$ cat src/rtl/jk_bank_seq.sv
// Command sequencer for an external bank of un-clearable JK flip-flops.
// Clears the bank out of reset, then executes clear/set/toggle/load/increment/shift ops.
module jk_bank_seq #(
  parameter int WIDTH = 8,
  parameter int CNTW  = 4
) (
  input  logic             clk,
  input  logic             rst_n,
  // Handshake: a command transfers on the rising edge where cmd_valid && cmd_ready;
  // cmd_ready is high only in IDLE, and cmd_* are ignored whenever cmd_ready is low.
  input  logic             cmd_valid,
  output logic             cmd_ready,
  input  logic [2:0]       cmd_op,
  input  logic [WIDTH-1:0] cmd_mask,
  input  logic [WIDTH-1:0] cmd_data,
  input  logic [CNTW-1:0]  cmd_cnt,
  input  logic             abort,
  input  logic [WIDTH-1:0] jk_q,
  output logic [WIDTH-1:0] jk_j,
  output logic [WIDTH-1:0] jk_k,
  output logic             busy,
  output logic             done,
  output logic             aborted,
  output logic [1:0]       dbg_state
);

  localparam logic [1:0] ST_INIT = 2'd0;
  localparam logic [1:0] ST_IDLE = 2'd1;
  localparam logic [1:0] ST_EXEC = 2'd2;

  localparam logic [2:0] OP_NOP  = 3'd0;
  localparam logic [2:0] OP_CLR  = 3'd1;
  localparam logic [2:0] OP_SET  = 3'd2;
  localparam logic [2:0] OP_TOG  = 3'd3;
  localparam logic [2:0] OP_LOAD = 3'd4;
  localparam logic [2:0] OP_INC  = 3'd5;
  localparam logic [2:0] OP_SHL  = 3'd6;
  localparam logic [2:0] OP_SHR  = 3'd7;

  logic [1:0]       r_state;
  logic [2:0]       r_op;
  logic [WIDTH-1:0] r_mask;
  logic [WIDTH-1:0] r_data;
  logic [CNTW-1:0]  r_cnt;
  logic             r_done;
  logic             r_aborted;

  logic             w_accept;
  logic [WIDTH-1:0] w_inc;
  logic [WIDTH-1:0] w_tog;
  logic [WIDTH-1:0] w_shl;
  logic [WIDTH-1:0] w_shr;

  assign w_accept = cmd_valid && cmd_ready;

  // Bits that flip in q+1 are exactly those whose lower bits are all ones.
  assign w_inc = jk_q + WIDTH'(1);
  assign w_tog = jk_q ^ w_inc;
  assign w_shl = {jk_q[WIDTH-2:0], r_data[0]};
  assign w_shr = {r_data[WIDTH-1], jk_q[WIDTH-1:1]};

  always_ff @(posedge clk or negedge rst_n) begin
    if (!rst_n) begin
      r_state   <= ST_INIT;
      r_op      <= OP_NOP;
      r_mask    <= '0;
      r_data    <= '0;
      r_cnt     <= '0;
      r_done    <= 1'b0;
      r_aborted <= 1'b0;
    end else begin
      r_done    <= 1'b0;
      r_aborted <= 1'b0;
      case (r_state)
        ST_INIT: r_state <= ST_IDLE;
        ST_IDLE: begin
          if (w_accept) begin
            r_op    <= cmd_op;
            r_mask  <= cmd_mask;
            r_data  <= cmd_data;
            r_cnt   <= (cmd_op >= OP_INC) ? cmd_cnt : '0;
            r_state <= ST_EXEC;
          end
        end
        ST_EXEC: begin
          // Abort takes priority over normal completion on the last cycle.
          if (abort) begin
            r_state   <= ST_IDLE;
            r_done    <= 1'b1;
            r_aborted <= 1'b1;
          end else if (r_cnt == '0) begin
            r_state <= ST_IDLE;
            r_done  <= 1'b1;
          end else begin
            r_cnt <= r_cnt - CNTW'(1);
          end
        end
        default: r_state <= ST_INIT;
      endcase
    end
  end

  always_comb begin
    jk_j = '0;
    jk_k = '0;
    case (r_state)
      ST_INIT: jk_k = '1;
      ST_EXEC: begin
        if (!abort) begin
          case (r_op)
            OP_CLR:  jk_k = r_mask;
            OP_SET:  jk_j = r_mask;
            OP_TOG: begin
              jk_j = r_mask;
              jk_k = r_mask;
            end
            OP_LOAD: begin
              jk_j = r_data & r_mask;
              jk_k = ~r_data & r_mask;
            end
            OP_INC: begin
              jk_j = w_tog & r_mask;
              jk_k = w_tog & r_mask;
            end
            OP_SHL: begin
              jk_j = w_shl & r_mask;
              jk_k = ~w_shl & r_mask;
            end
            OP_SHR: begin
              jk_j = w_shr & r_mask;
              jk_k = ~w_shr & r_mask;
            end
            default: begin
              jk_j = '0;
              jk_k = '0;
            end
          endcase
        end
      end
      default: begin
        jk_j = '0;
        jk_k = '0;
      end
    endcase
  end

  assign cmd_ready = (r_state == ST_IDLE);
  assign busy      = (r_state != ST_IDLE);
  assign done      = r_done;
  assign aborted   = r_aborted;
  assign dbg_state = r_state;

endmodule

$ cat config.mk
export PLATFORM = sky130hd
export DESIGN_NAME = jk_bank_seq
export DESIGN_NICKNAME = d
export VERILOG_FILES = /design/src/rtl/jk_bank_seq.sv
export SDC_FILE = /design/constraint.sdc
export NUM_CORES = 1
export LEC_CHECK = 0
export ABC_AREA = 1
export BUFFER_PORTS_ARGS = -buffer_cell sky130_fd_sc_hd__buf_2
export CAP_MARGIN = 40
export CORE_UTILIZATION = 40
export CTS_CLUSTER_DIAMETER = 40
export DETAILED_ROUTE_END_ITERATION = 8
export HOLD_SLACK_MARGIN = 0.03
export PLACE_DENSITY_LB_ADDON = 0.15
export SETUP_SLACK_MARGIN = 0.05
export SYNTH_ARGS = -nofsm -noshare
export SYNTH_HDL_FRONTEND = slang
export SYNTH_SLANG_ARGS = --single-unit
export TNS_END_PERCENT = 50
$ cat constraint.sdc
create_clock -name clk -period 1.7 [get_ports clk]
set_input_delay 0.255 -clock clk [delete_from_list [all_inputs] [get_ports clk]]
set_output_delay 0.255 -clock clk [all_outputs]
set_load 0.005 [all_outputs]
# Yosys cells after proc, flatten, opt, wreduce, memory -nomap -nowiden
# Index checks and enable logic that the tools add are counted.
# W data, S select, Z words.
[word_totals]
reg_bits = 27
output_inout_bits = 22
[classes]
addsub = 2
n_lt_le_gt_ge = 1
n_eq_ne = 14
n_mux = 20
n_bitwise = 11
n_reduce_logical = 9
[op_table]
columns = ["op", "n"]
rows = [
  ["$pmux W8 S5", 2],
  ["$and A8 B8 Y8", 7],
  ["$mux W8", 3],
  ["$not A8 Y8", 3],
  ["$mux W4", 4],
  ["$pmux W8 S2", 1],
  ["$eq A3 B3 Y1 const B", 4],
  ["$add A8 B1 Y8 const B", 1],
  ["$pmux W4 S2", 1],
  ["$xor A8 B8 Y8", 1],
  ["$eq A3 B2 Y1 const B", 2],
  ["$mux W2", 3],
  ["$pmux W2 S3", 1],
  ["$mux W1", 5],
  ["$logic_not A4 Y1", 1],
  ["$ne A2 B1 Y1 const B", 2],
  ["$ne A2 B2 Y1 const B", 2],
  ["$reduce_and A2 Y1", 2],
  ["$reduce_and A4 Y1", 1],
  ["$reduce_or A2 Y1", 2],
  ["$sub A4 B1 Y4 const B", 1],
  ["$eq A3 B1 Y1 const B", 1],
  ["$ge A3 B3 Y1 const B", 1],
  ["$ne A3 B3 Y1 const B", 1],
  ["other kinds (5)", 5],
]

# Depth between registers and ports, before layout
# Gate-level depths: netlist of run 1.
[depth]
depth_word = 6
ltp_mapped = 10

# Worst setup path before layout of run 1
# Ideal clock, no wire load.
[synth_timing]
path_kind = "register -> output"
startpoint = "reg r_state[0] (netlist: dbg_state[0])"
endpoint = "out jk_j[1]"
t_arrival_ns = 1.143
required_ns = 1.445
slack_ns = 0.302
stages_incl_launch_ff = 6
n_path_buf = 0
cell_sequence = "dfrtp_1 -> nor2_2 -> inv_2 -> a211oi_4 -> nand2_1 -> a21oi_2"
[synth_via]
elab_chain_len = 2
[synth_rtl]
columns = ["item", "line_no", "text"]
rows = [
  ["from (decl)", "40", "logic [1:0] r_state;"],
  ["from (signal assigned)", "64", "r_state <= ST_INIT;"],
  ["from (signal assigned)", "75", "ST_INIT: r_state <= ST_IDLE;"],
  ["from (signal assigned)", "82", "r_state <= ST_EXEC;"],
  ["$eq A2 B2 Y1", "106", "case (r_state)"],
  ["$mux W8", "106", ""],
  ["to (decl)", "19", "output logic [WIDTH-1:0] jk_j,"],
]
# No other way between the ends.

# Final worst setup path of run 1
[layout_timing]
startpoint = "reg r_op[0]"
endpoint = "out jk_k[2]"
[layout_via]
elab_chain_len = 5
[layout_rtl]
columns = ["item", "line_no", "text"]
rows = [
  ["from (decl)", "41", "logic [2:0] r_op;"],
  ["from (signal assigned)", "78", "r_op <= cmd_op;"],
  ["$eq A3 B2 Y1 or $eq A3 B1 Y1 (tied branches)", "110", "case (r_op)"],
  ["$reduce_or A2 Y1 (no line)", "--", ""],
  ["$pmux W8 S5 (*)", "110", ""],
  ["$mux W8 (*)", "109", "if (!abort) begin"],
  ["$pmux W8 S2 (*)", "106", ""],
  ["to (decl)", "20", "output logic [WIDTH-1:0] jk_k,"],
]
# Every way passes the cells marked *; elsewhere a longest branch is shown, timed or not.

==> impl_metrics.tcl, run 1 <==
set metrics [dict create \
    run_status "finished with violations" \
    violations "negative setup slack" \
    setup_violations 16 \
    crit_family "flip-flops" \
    ys_seq_area_frac 0.3629 \
    post-route-min-period_ns 1.914 \
    syn_avg_cell_area_um2 6.579 \
    cp_cell_sequence "buf_6 > a21oi_4 > buf_12 > nand4_1 > nand3_1 > nand2_1 > nand2_1 > buf_2" \
    num_io_pins 57 \
    antenna_left 0 \
    clock-sinks 27 \
    slew_headroom 0.5860 \
    synthTopCellsByCount "112 x nand2_1, 32 x nand3_1, 31 x inv_1" \
    r2r-start "dbg_state[0]" \
    async_reset_ff_frac 1.000 \
    clkLatencyLatePin_ns 0.29 \
    num_antenna_cells 0 \
    synthFlopType "dfrtp_1" \
    critPathCaptureType "primary output" \
    post-place-ws_ns 0.0009209 \
    critPathArrivalTime_ns 1.66 \
    crit_cells 8 \
    rr_worst_depth 6 \
    yosys.cell_types.count 28 \
    drive_above_1_share 0.3204 \
    cts_tree "built" \
    cp-start-kind "flop" \
    max_stage_delay_ns 0.49 \
    fmax_ghz 0.5225 \
    min_path_type "in2reg" \
    portBuffers 56 \
    finalMaxSlewViolations 0 \
    grt_use_total 0.2293 \
    dp.cells 397 \
    clk_path_buf_depth 2 \
    tightest_slew_ns 0.6210 \
    layout_setup_ws_ns -0.2140 \
    power_mw 3.966 \
    htreeDepth 1 \
    path_clk_slew_ns 0.11 \
    power.leakage_nw 1.419 \
    fp.dieArea_um2 4932 \
    holdWs_ns 0.1464 \
    hpwlAfterDp_um 3780 \
    yosys-top-cells-area "dfrtp_1 36%, nand2_1 23%, nand3_1 8.6%" \
    grt_max_degree 28 \
    post-route-drc-count 0 \
    post_drt_wl_per_cell_um 12.28 \
    gp_congestion 0.8649 \
    drtPass1Iterations 4 \
    synth_top_cell_area_share 0.3629 \
    reg2reg_slack_ns 0.28 \
    antenna_found_initial 0 \
    hold_start "cmd_data[7]" \
    path_buf_inv 3 \
    hold_path_depth 3 \
    cts_buffers 3 \
    finish.utilization 0.5643 \
    dieHeight_um 70.23 \
    final_cells 414 \
    peakVddDrop_v 0.0009843 \
    maxCapViolCount 0 \
    gr-total-overflow 0 \
    worstReg2RegEnd "r_mask[7]" \
    crit_slowest_cell "dfrtp_2" \
    netlist_instances 283 \
    path_common_cell "nand2_1" \
    via_count 2003 \
    drtIter0Drc 140 \
    hold-path-endpoint "r_data[7]" \
    cp_max_fo 8 \
    synth_seq_cells 27 \
    rsz0062_at_grt "true" \
    finalCritPeriodShare 1.126 \
    grt_pass1_wl_um 8956 \
    core_area_um2 4414 \
    rows 24 \
    critPathRequiredTime_ns 1.44 \
    grt_pass1_vias 1977 \
    fp.dieW_um 70.23 \
    initial_core_util 0.4218 \
    p_per_area_nw_per_um2 1592 \
    fillers 445 \
    final-hold-violation-count 0 \
    critPathKind "reg2out" \
    finalClockSkew_ns 0.004187 \
    yosysMostFrequentCell "nand2_1" \
    finalNetCount 400 \
    synth_largest_area_cell "dfrtp_1" \
    netlist_area_um2 1862 \
    routed_wl_um 5084 \
    synth_fp_nets 320 \
    yosys_warnings 0 \
    vias_per_cell 4.838 \
    areaGrowthSynthToFinish_pct 33.80 \
    synth-edff-count 0 \
    root_buffer "clkbuf_8" \
]
routing by layer:
metal	part of all wire	wire length [um]	up-vias	global-route usage
li1	-	-	1056	-
met1	0.49	2466	890	0.3272
met2	0.46	2340	54	0.3672
met3	0.050	253	3	0.04040
met4	0.0045	23	0	0.04000
met5	0	0	-	0
how the worst max path moves through the flow:
stage	start	endpoint	slack [ns]
6_report	r_op[0]	jk_k[2]	-0.21
5_1_grt	r_op[0]	jk_j[1]	-0.36
4_1_cts	r_op[2]	jk_j[1]	-0.20
3_5_place_dp	r_op[2]	jk_k[6]	0.0009
3_3_place_gp	r_op[1]	jk_k[7]	0.02
2_1_floorplan	dbg_state[0]	jk_j[1]	0.30
repair_timing:
| action | in CTS | in global routing |
|---|---|---|
| endpoints found under the hold margin | 27 | 0 |
| hold buffers | 1 | 0 |
| pin swaps | 10 | 14 |
| setup buffers | 8 | 4 |
| setup endpoints to repair | 16 | 16 |
| cloned | 0 | 0 |
| resized for setup | 17 | 8 |
area by class of cell:
type	instances	area [um2]	share of cell area
clock buffer	3	41.29	0.01657
multi-input combinational	213	1050	0.4214
inverter	36	137.6	0.05525
sequential	27	679.4	0.2727
tap	52	65.06	0.02612
clock inverter	1	8.758	0.003516
timing repair buffer	82	509.2	0.2044
cells by family (layout without fill, tap and decap cells):
family | count (synthesis) | count (layout) | synth area share
compound gates | 29 | 29 | 0.1001
fa+ha+maj | 2 | 2 | 0.01344
xor+xnor | 1 | 1 | 0.004705
flops | 27 | 27 | 0.3629
buf+inv | 43 | 122 | 0.1048
simple gates | 181 | 181 | 0.4140
sequential cells by signal, indices dropped and copies added (netlist names):
signal	cells
r_data	8
r_mask	8
r_cnt	4
r_op	3
dbg_state	2
aborted	1
done	1
worst reg2reg max path: stages, from the launching register on:
cell and delay, ns:
dfrtp_1 0.41, buf_4 0.14, inv_1 0.06, nor2_2 0.11
nand2_1 0.14, inv_2 0.29, o21ai_0 0.14
through the flow:
step                setup TNS, ns  area, um2
finish                     -2.909       2491
global route               -5.016       2491
CTS                        -2.802       2430
detailed placement              0       2260
global placement                0       2260
floorplan                       0       1862
report_power, final:
part           internal, mW  total [mW]  switching (mW)
logic                  1.01        2.29            1.28
clock network         0.173       0.412           0.238
registers             0.937        1.26           0.328
total                  2.12        3.97            1.84
cells in the final DEF (no fill, tap or decap), drive strengths merged:
cell type,n
nor2,25
xnor2,1
o21ai,16
a31oi,1
dfrtp,27
nor3,1
o211ai,2
clkbuf,3
nand2,114
nand3,34
nand4,7
buf,81
ha,2
a211oi,1
inv,37
o22ai,1
a21oi,8
dlygate4sd3,1
No activity file was read; power rests on OpenSTA's default activity.
==> inputs of run 2 (changes only) <==
--- a/config.mk
+++ b/config.mk
@@ -11,6 +11,7 @@
 export CORE_UTILIZATION = 40
 export CTS_CLUSTER_DIAMETER = 40
 export DETAILED_ROUTE_END_ITERATION = 8
+export GPL_TIMING_DRIVEN = 0
 export HOLD_SLACK_MARGIN = 0.03
 export PLACE_DENSITY_LB_ADDON = 0.15
 export SETUP_SLACK_MARGIN = 0.05
==> run 2 against run 1 <==
Against the previous run:
- via count up 3.3%
- the flow still finishes with violations (negative setup slack)
- critical path type unchanged
- largest cell class unchanged
- wire length rose by 2.9%
- final area down 0.55%
==> impl_metrics.tcl, run 2 (synthesized netlist as in run 1, its figures left out) <==
set metrics [dict create \
    gr-total-overflow 0 \
    rsz0062_at_grt "true" \
    fp.dieArea_um2 4932 \
    portBuffers 56 \
    grt_max_degree 28 \
    path_buf_inv 2 \
    p_per_area_nw_per_um2 1607 \
    critPathArrivalTime_ns 1.64 \
    hold-path-endpoint "r_data[6]" \
    grt_pass1_vias 1973 \
    pwr-share-clk 0.101 \
    wl_met1_um 2460 \
    p_seq_frac 0.293 \
    antenna_found_initial 0 \
    hpwlAfterDp_um 3774 \
    setup_violations 16 \
    violations "negative setup slack" \
    intPower_mw 2.106 \
    fmax_ghz 0.5265 \
    critPathKind "reg2out" \
    cp_cell_sequence "buf_6 > nand3_2 > o211ai_1 > nand2_1 > a21oi_2 > buf_2" \
    final_common_cell "nand2_1" \
    num_antenna_cells 0 \
    final-hold-violation-count 0 \
    clkLatencyLatePin_ns 0.29 \
    fp.dieW_um 70.23 \
    finalMaxSlewViolations 0 \
    finish.utilization 0.5612 \
    power.leakage_nw 1.392 \
    cp-start-kind "flop" \
    reg_top3 "r_data (8), r_mask (8), r_cnt (4)" \
    crit_family "compound AO/OA/AOI/OAI gates" \
    drtIter0Drc 129 \
    path_clk_slew_ns 0.10 \
    vias_per_cell 5.022 \
    layout_setup_ws_ns -0.1995 \
    grt_use_total 0.2277 \
    power_switching_mw 1.876 \
    hold_path_depth 3 \
    critPathCaptureType "primary output" \
    holdWs_ns 0.1478 \
    core_area_um2 4414 \
    swShare 0.4711 \
    finalCritPeriodShare 1.117 \
    cts_buffers 3 \
    post-place-ws_ns -0.05266 \
    run_status "finished with violations" \
    finalNetCount 398 \
    post_drt_wl_per_cell_um 12.70 \
    wl_met3_um 317 \
    drive_above_1_share 0.3028 \
    post-route-min-period_ns 1.899 \
    dp.cells 391 \
    final_cells 412 \
    clock-sinks 27 \
    areaGrowthSynthToFinish_pct 33.06 \
    peakVddDrop_v 0.0008809 \
    rr_worst_depth 8 \
    min_path_type "in2reg" \
    tightest_slew_ns 0.6122 \
    critPathRequiredTime_ns 1.44 \
    grt_pass1_wl_um 8914 \
    dieHeight_um 70.23 \
    top_layer "met4" \
    clk_path_buf_depth 2 \
    drtPass1Iterations 4 \
    crit_slowest_cell "dfrtp_1" \
    maxCapViolCount 0 \
    gp_congestion 0.8738 \
    htreeDepth 1 \
    num_io_pins 57 \
    hold_start "cmd_data[6]" \
    p_comb_frac 0.606 \
    rows 24 \
    post-route-drc-count 0 \
    worstReg2RegEnd "r_data[0]" \
    cp_max_fo 9 \
    route.met2.wl_um 2360 \
    reg2reg_slack_ns 0.26 \
    via_count 2069 \
    initial_core_util 0.4218 \
    cts_tree "built" \
    tns_ns -2.663 \
    r2r-start "dbg_state[0]" \
    routed_wl_um 5231 \
    finalClockSkew_ns 0.008708 \
    most-common-layout-cells "111 x nand2_1, 57 x buf_2, 32 x nand3_1" \
    antenna_left 0 \
    max_stage_delay_ns 0.37 \
    slew_headroom 0.5919 \
    root_buffer "clkbuf_8" \
]
[run 2: worst max-delay path by stage]
stage / from / to / slack (ns) / cells after the start
floorplan: dbg_state[0] / jk_j[1] / 0.30 / 5
detailed placement: dbg_state[0] / jk_j[4] / -0.05 / 6
CTS: r_op[1] / jk_j[6] / -0.19 / 9
finish: r_op[2] / jk_j[1] / -0.20 / 6
global placement: dbg_state[0] / jk_j[4] / -0.06 / 6
global route: r_op[0] / jk_j[1] / -0.31 / 6
[run 2: power groups by stage]
stage               clock (mW)  sequential (mW)  combinational [mW]
finish                   0.401             1.17                2.41
global route             0.442             1.21                2.71
CTS                      0.413             1.16                2.29
detailed placement           0             1.18                1.97
global placement             0             1.17                1.95
floorplan                    0             1.12                1.41
[run 2: cell type report]
cell class              count  area (um2)
inverters                  36       145.1
fillers                   439        1937
flip-flops and latches     27       675.6
repair buffers             73       434.2
multi-input cells         213        1045
clock inverters             1       8.758
well taps                  52       65.06
clock buffers               3       41.29
plain buffers               7       62.56
[run 2: metrics by stage]
stage	power, mW	instance area (um2)
after floorplan	2.529	1862
after global placement	3.117	2207
after detailed placement	3.149	2207
after CTS	3.862	2417
after global routing	4.368	2477
final	3.982	2477
[run 2: what timing repair did]
item,CTS,global route
cloned,1,0
pin swaps,4,8
resized for setup,17,13
hold endpoints to repair,27,0
buffers inserted,11,4
hold buffers,1,0
endpoints found under the setup margin,16,26
[run 2: worst reg2reg max path: stages, from the launching register on]
cell,delay [ns]
dfrtp_1,0.42
buf_4,0.14
inv_1,0.06
nor2_2,0.11
nand2_1,0.14
inv_2,0.19
buf_4,0.21
nand2_1,0.07
nand2_1,0.06
[run 2: routing by layer]
metal  vias up  GRT usage
met5         -          0
met4         0    0.08667
met3         9    0.03319
met2        71     0.3460
met1       935     0.3257
li1       1054          -
